`config.mk`:
```
export PLATFORM = sky130hd
export DESIGN_NAME = sc_fir_tap_accum
export DESIGN_NICKNAME = d
export VERILOG_FILES = /design/src/rtl/sc_fir_pkg.sv /design/src/rtl/sc_lfsr_db.sv /design/src/rtl/sc_fir_tap_accum.sv
export SDC_FILE = /design/constraint.sdc
export NUM_CORES = 1
export LEC_CHECK = 0
export ABC_AREA = 1
export CAP_MARGIN = 10
export CORE_ASPECT_RATIO = 1.4
export CORE_MARGIN = 1.5
export CORE_UTILIZATION = 51
export CTS_CLUSTER_SIZE = 10
export DETAILED_ROUTE_END_ITERATION = 10
export GPL_TIMING_DRIVEN = 0
export PLACE_DENSITY = 0.85
export SLEW_MARGIN = 20
export SYNTH_ARGS = -nofsm -noshare
export SYNTH_HDL_FRONTEND = slang
export SYNTH_SLANG_ARGS = --single-unit
```
`constraint.sdc`:
```
create_clock -name clock -period 5.3 [get_ports clock]
set_clock_uncertainty 0.2 [all_clocks]
set_input_delay 0.795 -clock clock [delete_from_list [all_inputs] [get_ports clock]]
set_output_delay 0.795 -clock clock [all_outputs]
set_load 0.02 [all_outputs]
```
`src/rtl/sc_fir_pkg.sv`:
```
// Shared constants and types for the stochastic FIR tap accumulator.
// Default widths, LFSR polynomial/seeds, FSM state and tap/coef word.
package sc_fir_pkg;

  localparam int N_DEF    = 12;
  localparam int TAPS_DEF = 19;
  localparam int POW2N    = 1 << N_DEF;

  // x^12 + x^6 + x^4 + x + 1; the MSB term must stay set for
  // the zero-insertion trick in sc_lfsr_db to work
  localparam logic [N_DEF-1:0] LFSR_POLY = 12'h829;
  localparam logic [N_DEF-1:0] DATA_SEED = 12'h001;
  localparam logic [N_DEF-1:0] COEF_SEED = 12'hA5C;

  typedef enum logic [1:0] {
    IDLE,
    RUN,
    DONE
  } state_e;

  typedef logic [N_DEF:0] word_t;

endpackage

```
`src/rtl/sc_lfsr_db.sv`:
```
// N-bit de Bruijn LFSR: Fibonacci LFSR with the all-zero state
// spliced in, giving period 2^N. Synchronous seed load and enable.
module sc_lfsr_db
  import sc_fir_pkg::*;
#(
  parameter int           N    = N_DEF,
  parameter logic [N-1:0] POLY = LFSR_POLY,
  parameter logic [N-1:0] SEED = DATA_SEED
) (
  input  logic         clock,
  input  logic         reset,
  input  logic         load,
  input  logic         en,
  output logic [N-1:0] q
);

  logic [N-1:0] lfsr_q, lfsr_d;
  logic         fb;

  always_comb begin
    // flipping feedback when the low bits are zero routes
    // 100..0 -> 000..0 -> 000..1
    fb = (^(lfsr_q & POLY)) ^ (lfsr_q[N-2:0] == '0);
    lfsr_d = lfsr_q;
    if (load) begin
      lfsr_d = SEED;
    end else if (en) begin
      lfsr_d = {lfsr_q[N-2:0], fb};
    end
  end

  always_ff @(posedge clock) begin
    if (reset) begin
      lfsr_q <= SEED;
    end else begin
      lfsr_q <= lfsr_d;
    end
  end

  assign q = lfsr_q;

endmodule

```
`src/rtl/sc_fir_tap_accum.sv`:
```
// Stochastic-computing FIR tap accumulator over a 2^N-cycle frame.
// Define SC_BIPOLAR_EN for XNOR (bipolar) products instead of AND.
module sc_fir_tap_accum
  import sc_fir_pkg::*;
#(
  parameter int N    = N_DEF,
  parameter int TAPS = TAPS_DEF
) (
  input  logic       clock,
  input  logic       reset,
  input  logic [N:0] tap  [TAPS],
  input  logic [N:0] coef [TAPS],
  input  logic       start,
  output logic       busy,
  output logic       out_valid,
  input  logic       out_ready,
  output logic [N:0] result
);

  localparam int SW = (TAPS > 1) ? $clog2(TAPS) : 1;
  localparam logic [N-1:0]  CYC_LAST = '1;
  localparam logic [SW-1:0] SEL_LAST = SW'(TAPS - 1);

  state_e state_q, state_d;

  logic [N-1:0]  snap_tap_q  [TAPS];
  logic [N-1:0]  snap_tap_d  [TAPS];
  logic [N:0]    snap_coef_q [TAPS];
  logic [N:0]    snap_coef_d [TAPS];
  logic [N-1:0]  cyc_q, cyc_d;
  logic [SW-1:0] sel_q, sel_d;
  logic [N:0]    ones_q, ones_d;
  logic          valid_q, valid_d;

  logic [N-1:0] data_rn, coef_rn;
  logic launch, run_en, ack;
  logic d_bit, c_bit, p_bit;
  logic unused_tap_msb;

  sc_lfsr_db #(
    .N    (N),
    .POLY (LFSR_POLY),
    .SEED (DATA_SEED)
  ) u_data_lfsr (
    .clock (clock),
    .reset (reset),
    .load  (launch),
    .en    (run_en),
    .q     (data_rn)
  );

  sc_lfsr_db #(
    .N    (N),
    .POLY (LFSR_POLY),
    .SEED (COEF_SEED)
  ) u_coef_lfsr (
    .clock (clock),
    .reset (reset),
    .load  (launch),
    .en    (run_en),
    .q     (coef_rn)
  );

  always_ff @(posedge clock) begin
    if (reset) begin
      state_q <= IDLE;
    end else begin
      state_q <= state_d;
    end
  end

  always_comb begin
    state_d = state_q;
    unique case (state_q)
      IDLE: if (start) state_d = RUN;
      RUN:  if (cyc_q == CYC_LAST) state_d = DONE;
      DONE: if (ack) state_d = start ? RUN : IDLE;
      default: state_d = IDLE;
    endcase
  end

  always_comb begin
    run_en    = (state_q == RUN);
    ack       = (state_q == DONE) && valid_q && out_ready;
    launch    = start && ((state_q == IDLE) || ack);
    busy      = run_en;
    out_valid = valid_q;
    result    = ones_q;
  end

  // only the selected tap's product bit reaches the counter
  always_comb begin
    d_bit = data_rn < snap_tap_q[sel_q];
    c_bit = {1'b0, coef_rn} < snap_coef_q[sel_q];
`ifdef SC_BIPOLAR_EN
    p_bit = ~(d_bit ^ c_bit);
`else
    p_bit = d_bit & c_bit;
`endif
  end

  always_comb begin
    unused_tap_msb = 1'b0;
    for (int i = 0; i < TAPS; i++) begin
      unused_tap_msb = unused_tap_msb ^ tap[i][N];
    end
  end

  always_comb begin
    snap_tap_d  = snap_tap_q;
    snap_coef_d = snap_coef_q;
    cyc_d       = cyc_q;
    sel_d       = sel_q;
    ones_d      = ones_q;
    valid_d     = valid_q;
    if (launch) begin
      for (int i = 0; i < TAPS; i++) begin
        snap_tap_d[i]  = tap[i][N-1:0];
        snap_coef_d[i] = coef[i];
      end
      cyc_d   = '0;
      sel_d   = '0;
      ones_d  = '0;
      valid_d = 1'b0;
    end else if (run_en) begin
      cyc_d  = cyc_q + N'(1);
      sel_d  = (sel_q == SEL_LAST) ? '0 : sel_q + SW'(1);
      ones_d = ones_q + (N+1)'(p_bit);
    end else if (state_q == DONE) begin
      // first DONE cycle raises valid; handshake drops it
      if (!valid_q) begin
        valid_d = 1'b1;
      end else if (out_ready) begin
        valid_d = 1'b0;
      end
    end
  end

  always_ff @(posedge clock) begin
    if (reset) begin
      cyc_q   <= '0;
      sel_q   <= '0;
      ones_q  <= '0;
      valid_q <= 1'b0;
      for (int i = 0; i < TAPS; i++) begin
        snap_tap_q[i]  <= '0;
        snap_coef_q[i] <= '0;
      end
    end else begin
      cyc_q       <= cyc_d;
      sel_q       <= sel_d;
      ones_q      <= ones_d;
      valid_q     <= valid_d;
      snap_tap_q  <= snap_tap_d;
      snap_coef_q <= snap_coef_d;
    end
  end

endmodule

```
* Yosys cells after proc, flatten, opt, wreduce, memory -nomap -nowiden *
Cells that the tools add are included.

word-level totals
  bits in registers = 532
  input bits = 498
  output and inout bits = 15
  word-level logic and storage cells = 89

cells by class
  add/sub/neg operators = 3
  magnitude comparators = 3
  equal/unequal tests = 7
  muxes and demuxes = 14
  bitwise operators = 5
  reductions and logical operators = 12

operators with widths
  kind                   count
  $bmux 13 s5            1
  $bmux 12 s5            1
  $mux 13                2
  $mux 12                2
  $reduce_xor 12->1      2
  $logic_not 11->1       2
  $add 13x1->13          1
  $lt 12x13->1           1
  $add 12x1->12 const B  1
  $eq 12x12->1 const B   1
  $lt 12x12->1           1
  $ge 6x6->1 const B     1
  $mux 2                 3
  $not 5->6              1
  $pmux 2 s3             1
  $add 5x1->5 const B    1
  $eq 5x5->1 const B     1
  $mux 5                 1
  $ne 2x2->1 const B     2
  $logic_and 1x1->1      3
  $mux 1                 3
  $reduce_and 3->1       1
  $eq 2x1->1 const B     1
  $eq 2x2->1 const B     1
  other kinds (8)        9

* Logic depth before layout (Yosys ltp) *
Gate-level depths: netlist (run 1).

  depth after elaboration = 7
  gate-level depth with buffers = 30
  mapped depth without buffers = 27

* Hierarchy *
From an unflattened synthesis (run 1), not the netlist that was laid out.

unflattened totals
  cell total of the unflattened synthesis = 3,265
  area total of the unflattened synthesis = 23,137.2 sq um

modules (own cells, without submodules)
  module                     instances  cells an instance  area each (sq um)  seq. area each (sq um)
  sc_fir_tap_accum           1          3,104              21,956.1           10,169.8
  sc_lfsr_db at u_data_lfsr  1          80                 625.6              240.2
  sc_lfsr_db at u_coef_lfsr  1          81                 555.5              240.2

* Worst setup path before layout (run 1) *
Ideal clock, no wire load.

  path kind = register -> register
  start = register sel_q[1]
  end = register ones_q[12] (netlist: result[12])
  setup time = 0.058 ns
  data arrival time = 3.676 ns
  required time = 5.042 ns
  path slack = 1.366 ns
  stages on the path, launching flop included = 27
  buffers on the path = 3
  clock period less this slack = 3.934 ns
  cell sequence = dfxtp_1 buf_4 inv_4 buf_4 clkbuf_1 o21ai_0 o21ai_0 nand2_1 a41oi_1 a21oi_1 ha_1 a21oi_1 nor2_1 nor4_1 nand3_1 nor2_1 nand2_1 nor2_1 ha_1 ha_1 inv_1 nor3_2 nand4_1 nor2_2 nand4_1 a21oi_1 o21a_1

between the ends
  word-level cells in the longest chain between the ends = 7
  elaborated cells on any way between the ends = 11
  those cells by class = add/sub (1); order compare (2); mux (6); bitwise (2)

RTL lines
  what                                                                          RTL line                                        text
  start, declared                                                               sc_fir_tap_accum.sv:31                          logic [SW-1:0] sel_q, sel_d;
  start signal, assigned                                                        sc_fir_tap_accum.sv:151                         sel_q <= sel_d;
  $not 5->6 (not written as such) (*)                                           sc_fir_tap_accum.sv:93, sc_fir_tap_accum.sv:94
  $bmux 13 s5 / $bmux 12 s5 (equally long branches)                             sc_fir_tap_accum.sv:94, sc_fir_tap_accum.sv:93
  $mux 13 (not written as such) / $mux 12 (equally long branches) (2 in a row)  sc_fir_tap_accum.sv:94, sc_fir_tap_accum.sv:93
  $lt 12x13->1 / $lt 12x12->1 (equally long branches)                           sc_fir_tap_accum.sv:94, sc_fir_tap_accum.sv:93
  $and 1x1->1 (*)                                                               sc_fir_tap_accum.sv:98                          p_bit = d_bit & c_bit;
  $add 13x1->13 (*)                                                             sc_fir_tap_accum.sv:128                         ones_d = ones_q + (N+1)'(p_bit);
  end signal, assigned                                                          sc_fir_tap_accum.sv:152                         ones_q <= ones_d;
  end, declared                                                                 sc_fir_tap_accum.sv:32                          logic [N:0] ones_q, ones_d;

Mark *: on every way between the ends. The rest lies on a longest branch, timed or not. The select of a mux whose other input is x is not followed.
A chain may end at the register's enable or synchronous reset.

* Worst setup path after layout (run 1) *
  start = register sel_q[0]
  end = register ones_q[12] (netlist: result[12])

The elaborated chain is that of the path after synthesis.

==> results of run 1 <==
[registers in the layout (all words and copies together), names as in the netlist, 2 cells and up]
register	cells
snap_coef_q	247
snap_tap_q	228
sel_q	5
u_coef_lfsr.q	12
u_data_lfsr.q	12
cyc_q	12
state_q	2
result	13
[worst paths after layout]
path | slack, ps | end
max | 120 | result[12]
min | 260 | snap_coef_q[65]
max reg2reg | 120 | result[12]
min reg2reg | 260 | snap_coef_q[65]
[stage by stage]
| step | setup WS [ps] | std cells | hold slack (ps) |
|---|---|---|---|
| 2_1_floorplan | 1370 | 3234 | 229 |
| 3_3_place_gp | -507 | 4285 | 239 |
| 3_5_place_dp | -557 | 4285 | 246 |
| 4_1_cts | 3.05 | 4351 | 255 |
| 5_1_grt | 12.4 | 4351 | 265 |
| 6_report | 124 | 4352 | 257 |
[logic make-up (layout without fill, tap and decap cells)]
group,count (synthesis),after routing,synth area share [%]
and+or+nand+nor,1439,1439,24.3
other,0,1,0
adders and majority gates,27,27,1.47
AOI/OAI and AO/OA,917,917,21.5
buffers and inverters,310,869,5.93
DFF,532,532,46.4
xor gates and xnor gates,9,9,0.344
[timing repair]
item,4_1_cts,5_1_grt
pin swaps,0,3
endpoints found under the setup margin,9,9
gates resized for setup,22,90
[synthesized netlist by cell type, types with 3 or more instances]
master	count	area (sq um)
o2111ai_1	11	96.3
buf_2	77	385
nor3_2	3	30.0
ha_1	27	338
xor2_1	4	35.0
a21oi_1	91	455
clkbuf_1	154	578
buf_6	4	45.0
a31oi_1	14	87.6
xnor2_1	5	43.8
nor3_1	11	55.1
nand3_1	39	195
nand4_1	8	50.1
or2_2	3	18.8
nor2_1	1074	4030
inv_1	51	191
o21ai_1	36	180
a221oi_1	12	105
dfxtp_1	532	10700
buf_4	10	75.1
a22oi_1	66	495
o21ai_0	668	3340
nand2_1	283	1060
a41oi_1	8	70.1
inv_2	6	22.5
nor4_1	5	31.3
[power by group]
part | total, mW | internal [mW] | switching, mW
clock | 3.56 | 1.98 | 1.57
combinational | 2.25 | 0.874 | 1.37
sequential | 4.72 | 4.44 | 0.277
[layout make-up]
type                    instances  area [sq um]
clock inverters                 3          32.5
clock buffers                  63          1510
diodes                          1          2.50
well taps                     558           698
inverters                      61           239
flip-flops and latches        532         10700
multi-input cells            2392         11000
repair buffers                493          4930
fillers                      3848         13800
plain buffers                 249          1270
[per-layer routing]
layer	vias to the layer above	GRT usage, %	wire length (um)	share of wire, %
li1	11800	-	-	-
met1	11800	46.7	34300	34
met2	1759	69.4	45900	45
met3	539	8.81	10700	11
met4	4	35.9	9980	9.9
met5	-	0	26	0.026
[worst reg2reg max path, delay by kind of cell (launching register included)]
kind,cells,cell delay [ps]
and+or+nand+nor,13,1930
buffers and inverters,6,1050
adders and majority gates,3,640
AOI/OAI and AO/OA,7,970
DFF,1,330
==> reports/metrics.cfg, run 1 <==
[worst_hold_path]
min_path_type = flop to flop
min_path_cells = 2
holdCritStartpoint = snap_coef_q[65]

[logic_synthesis]
synth.distinct_cells = 47
syn_area_per_cell_sq_um = 7.09
netlist_instances = 3234
synth_edf_count = 0
synthesis.area_sq_um = 22900
synthesis.nets = 3759
async_reset_ff_share_pct = 0
ys_warn_count = 0
ys_ff_latch = 532
synth_seq_area_share_pct = 46.4
synthFlopType = dfxtp_1

[clock_tree]
clock-sinks = 532
tritoncts = yes
clockRootBuffer = clkbuf_16
post_cts_buffers = 0
clk_latency_ps = 620
htree_levels = 2
clock_path_buffers = 3
clk_pin_slew_ps = 60
postCtsHoldBufs = 0
cts_made_buffers = 59

[setup_path]
slowest_stage = dfxtp_1
cp-startpoint = sel_q[0]
r2r_cells = 29
path_buf_inv = 6
worstPathArrival_ps = 5520
required_ps = 5650
crit_family = simple AND/OR/NAND/NOR gates
cp_common_cell = a21oi_1
critical-path-max-stage-delay_ps = 330
path_class = flop to flop
rr_startpoint = sel_q[0]
cp-end-kind = flop
start_kind = flop
worst-path-stages = 29
cp_max_fo = 10

[drt]
postRouteAntennaNets = 0
viasPerCell = 5.94
drtIter0Drc = 3071
route.detailed.drc = 0
vias = 25900
wirelength_um = 101000
wl_per_cell_um = 23.2
drt-pass1-iter-count = 6

[sta]
post-route-period-util_pct = 97.7
worst_pin_slew_ps = 926
hold_viol = 0
finalCriticalPeriod_ps = 5180
max_clock_freq_ghz = 0.193
finalSetupViolCount = 0
rsz0062_at_grt = no
finalMaxSlewViolations = 0
fin_setup_tns_ps = 0
relSlewSlack_pct = 38.3

[placed_design]
portBuffers = 493
hpwl_um = 76300
dpl-instance-area_sq_um = 28600
gp_congestion = 1.03

[global_routing]
antenna_found_initial = 2
grt_pass1_wl_um = 143000
first_global_vias = 24600
grt_remaining_overflow = 0
grt_use_total_pct = 42.2
grt_max_degree = 16

[die]
die_h_um = 254
core_area_sq_um = 44200
dieArea_sq_um = 46300
ios = 513
fp-row-count = 91
die_w_um = 182
start_util_pct = 51.9

[run_status]
status = finished clean

[power_and_ir_drop]
ir_drop_v = 0.000263
power_mw = 10.5
power_density_nw_per_um2 = 347
p_leak_nw = 12.0

[flow_run]
drv_cap = 0

[final_layout]
final_cell_area_sq_um = 30400
fin_util_pct = 68.7
layout_commonest_cell = nor2_1
drive_above_1_share_pct = 5.64
final_cell_mix = 1,073 x nor2_1, 661 x o21ai_0, 532 x dfxtp_1
layout.nets = 4313
syn_to_final_growth_pct = 32.3

Power figures use the tool's default switching activity.
==> inputs of run 2 (changes only) <==
--- a/config.mk
+++ b/config.mk
@@ -8,11 +8,10 @@
 export ABC_AREA = 1
 export CAP_MARGIN = 10
 export CORE_ASPECT_RATIO = 1.4
-export CORE_MARGIN = 1.5
+export CORE_MARGIN = 4
 export CORE_UTILIZATION = 51
 export CTS_CLUSTER_SIZE = 10
 export DETAILED_ROUTE_END_ITERATION = 10
-export GPL_TIMING_DRIVEN = 0
 export PLACE_DENSITY = 0.85
 export SLEW_MARGIN = 20
 export SYNTH_ARGS = -nofsm -noshare
==> run 2 against run 1 <==
Against the previous run:
- sequential share of layout area grew 0.80 points
- largest cell class unchanged
- register-to-register slack gained 210 ps
- global-route usage shrank 11 points
- core utilization shrank 1.7 points
- sequential power is essentially flat
- first-iteration DRC count shrank 15%
- worst setup slack gained 210 ps
- clock power is essentially flat
- critical path type unchanged
- sequential cell count is the same
==> reports/metrics.cfg, run 2 (synthesized netlist as in run 1, its figures left out) <==
[run_status]
status = finished clean

[clock_tree]
postCtsHoldBufs = 0
tritoncts = yes
clockRootBuffer = clkbuf_16
clk_latency_ps = 610
post_cts_buffers = 0
cts_made_buffers = 59
htree_levels = 2
clock-sinks = 532
clk_pin_slew_ps = 60
clock_path_buffers = 3

[power_and_ir_drop]
ir_drop_v = 0.000267
power_density_nw_per_um2 = 345
p_leak_nw = 11.5
power_mw = 10.2

[sta]
worst_pin_slew_ps = 1110
finalMaxSlewViolations = 0
rsz0062_at_grt = no
finalCriticalPeriod_ps = 4960
post-route-period-util_pct = 93.6
fin_setup_tns_ps = 0
finalSetupViolCount = 0
hold_viol = 0
max_clock_freq_ghz = 0.202
relSlewSlack_pct = 25.8

[setup_path]
crit_family = simple AND/OR/NAND/NOR gates
critical-path-max-stage-delay_ps = 580
cp-end-kind = flop
required_ps = 5610
slowest_stage = o21ai_0
worstPathArrival_ps = 5280
cp-startpoint = sel_q[0]
timing.rr.end = result[8]
reg2reg_slack_ps = 340
cp_common_cell = nand2_1
path_class = flop to flop
path_buf_inv = 4
start_kind = flop
crit_chain = inv_6 -> buf_12 -> nor2_1 -> o21ai_0 -> nand2_1 -> a41oi_2 -> a21oi_1 -> ha_1 -> nand2_1 -> nor2_1 -> a211oi_1 -> nand2_1 -> nand2_1 -> nand2_1 -> nor2_1 -> ha_1 -> ha_1 -> inv_1 -> nor3_2 -> nand4_1 -> nor2_2 -> inv_1 -> or2_0 -> a21oi_1
r2r_cells = 24
cp_max_fo = 132
rr_startpoint = sel_q[0]

[placed_design]
portBuffers = 493
dpl-instance-area_sq_um = 28000
gp_congestion = 0.893
hpwl_um = 54700

[final_layout]
syn_to_final_growth_pct = 29.4
largest_register = snap_coef_q
layout_commonest_cell = nor2_1
largest_register_ffs = 247
final_cell_area_sq_um = 29700
drive_above_1_share_pct = 4.04
final_cell_mix = 1,071 x nor2_1, 667 x o21ai_0, 531 x dfxtp_1
layout.nets = 4110

[global_routing]
grt_use_total_pct = 31.1
first_global_vias = 21800
antenna_found_initial = 28
grt_max_degree = 252
grt_pass1_wl_um = 121000
grt_remaining_overflow = 0

[drt]
route.detailed.drc = 0
wirelength_um = 80800
drtIter0Drc = 2600
wl_per_cell_um = 19.3
postRouteAntennaNets = 0
drt-pass1-iter-count = 5
vias = 23700
viasPerCell = 5.66

[die]
die_h_um = 259
core_area_sq_um = 44300
start_util_pct = 51.8
fp-row-count = 91
die_w_um = 187
ios = 513
dieArea_sq_um = 48500

[worst_hold_path]
holdCritStartpoint = snap_tap_q[168]
min_path_cells = 2
min_to = snap_tap_q[168]
min_path_type = flop to flop

[flow_run]
drv_cap = 0

## run 2: changes by cell type in the layout (fill, tap and decap cells not counted), sizes merged
| cell | change |
|---|---|
| clkinv | +1 |
| clkbuf | -156 |
| clkinvlp | -1 |
| diode | +29 |
| buf | -45 |
## run 2: power by group
group	total, mW	internal, mW	switching, mW
clock	3.58	2.00	1.57
combinational	1.98	0.821	1.15
sequential	4.69	4.44	0.248
## run 2: per-layer routing
layer	GRT usage, %	part of all wire [%]	wire length, um	vias up
li1	-	-	-	11400
met1	38.6	38	31100	11000
met2	51.6	48	38800	1097
met3	4.68	7.9	6360	232
met4	18.0	5.6	4510	0
met5	0	0	0	-
## run 2: repair_timing
action,in CTS,in global routing
setup endpoints to repair,0,6
endpoints found under the hold margin,0,0
resized for setup,0,6
## run 2: metrics by stage
step | setup WS [ps] | hold slack [ps] | cells | utilization (%)
floorplan | 1370 | 229 | 3234 | -
global placement | 203 | 239 | 4082 | 63.3
detailed placement | 110 | 246 | 4082 | 63.3
CTS | 101 | 255 | 4150 | 66.8
global route | 9.06 | 274 | 4177 | 67.0
finish | 338 | 256 | 4180 | 67.0
## run 2: cell type report
class                           instances  area [sq um]
Antenna cell                           30          75.1
Clock buffer                           65          1530
Clock inverter                          3          30.0
Fill cell                            3642         14600
Inverter                               61           260
Multi-Input combinational cell       2392         11000
Sequential cell                       532         10700
Tap cell                              558           698
Timing Repair Buffer                  539          5470
## run 2: worst max-delay path by stage
stage	to	slack, ps	depth (start not counted)
detailed placement	result[8]	110	26
CTS	result[8]	100	26
floorplan	result[12]	1370	26
finish	result[8]	340	24
global placement	result[12]	200	26
global route	result[12]	9	26
## run 2: worst reg2reg max path, stage by stage (launching register included)
cell and delay, ps:
dfxtp_4 380, inv_6 80, buf_12 500, nor2_1 190
o21ai_0 580, nand2_1 150, a41oi_2 290, a21oi_1 120
ha_1 320, nand2_1 90, nor2_1 50, a211oi_1 160
nand2_1 100, nand2_1 70, nand2_1 40, nor2_1 140
ha_1 200, ha_1 140, inv_1 50, nor3_2 220
nand4_1 190, nor2_2 220, inv_1 80, or2_0 200
a21oi_1 130
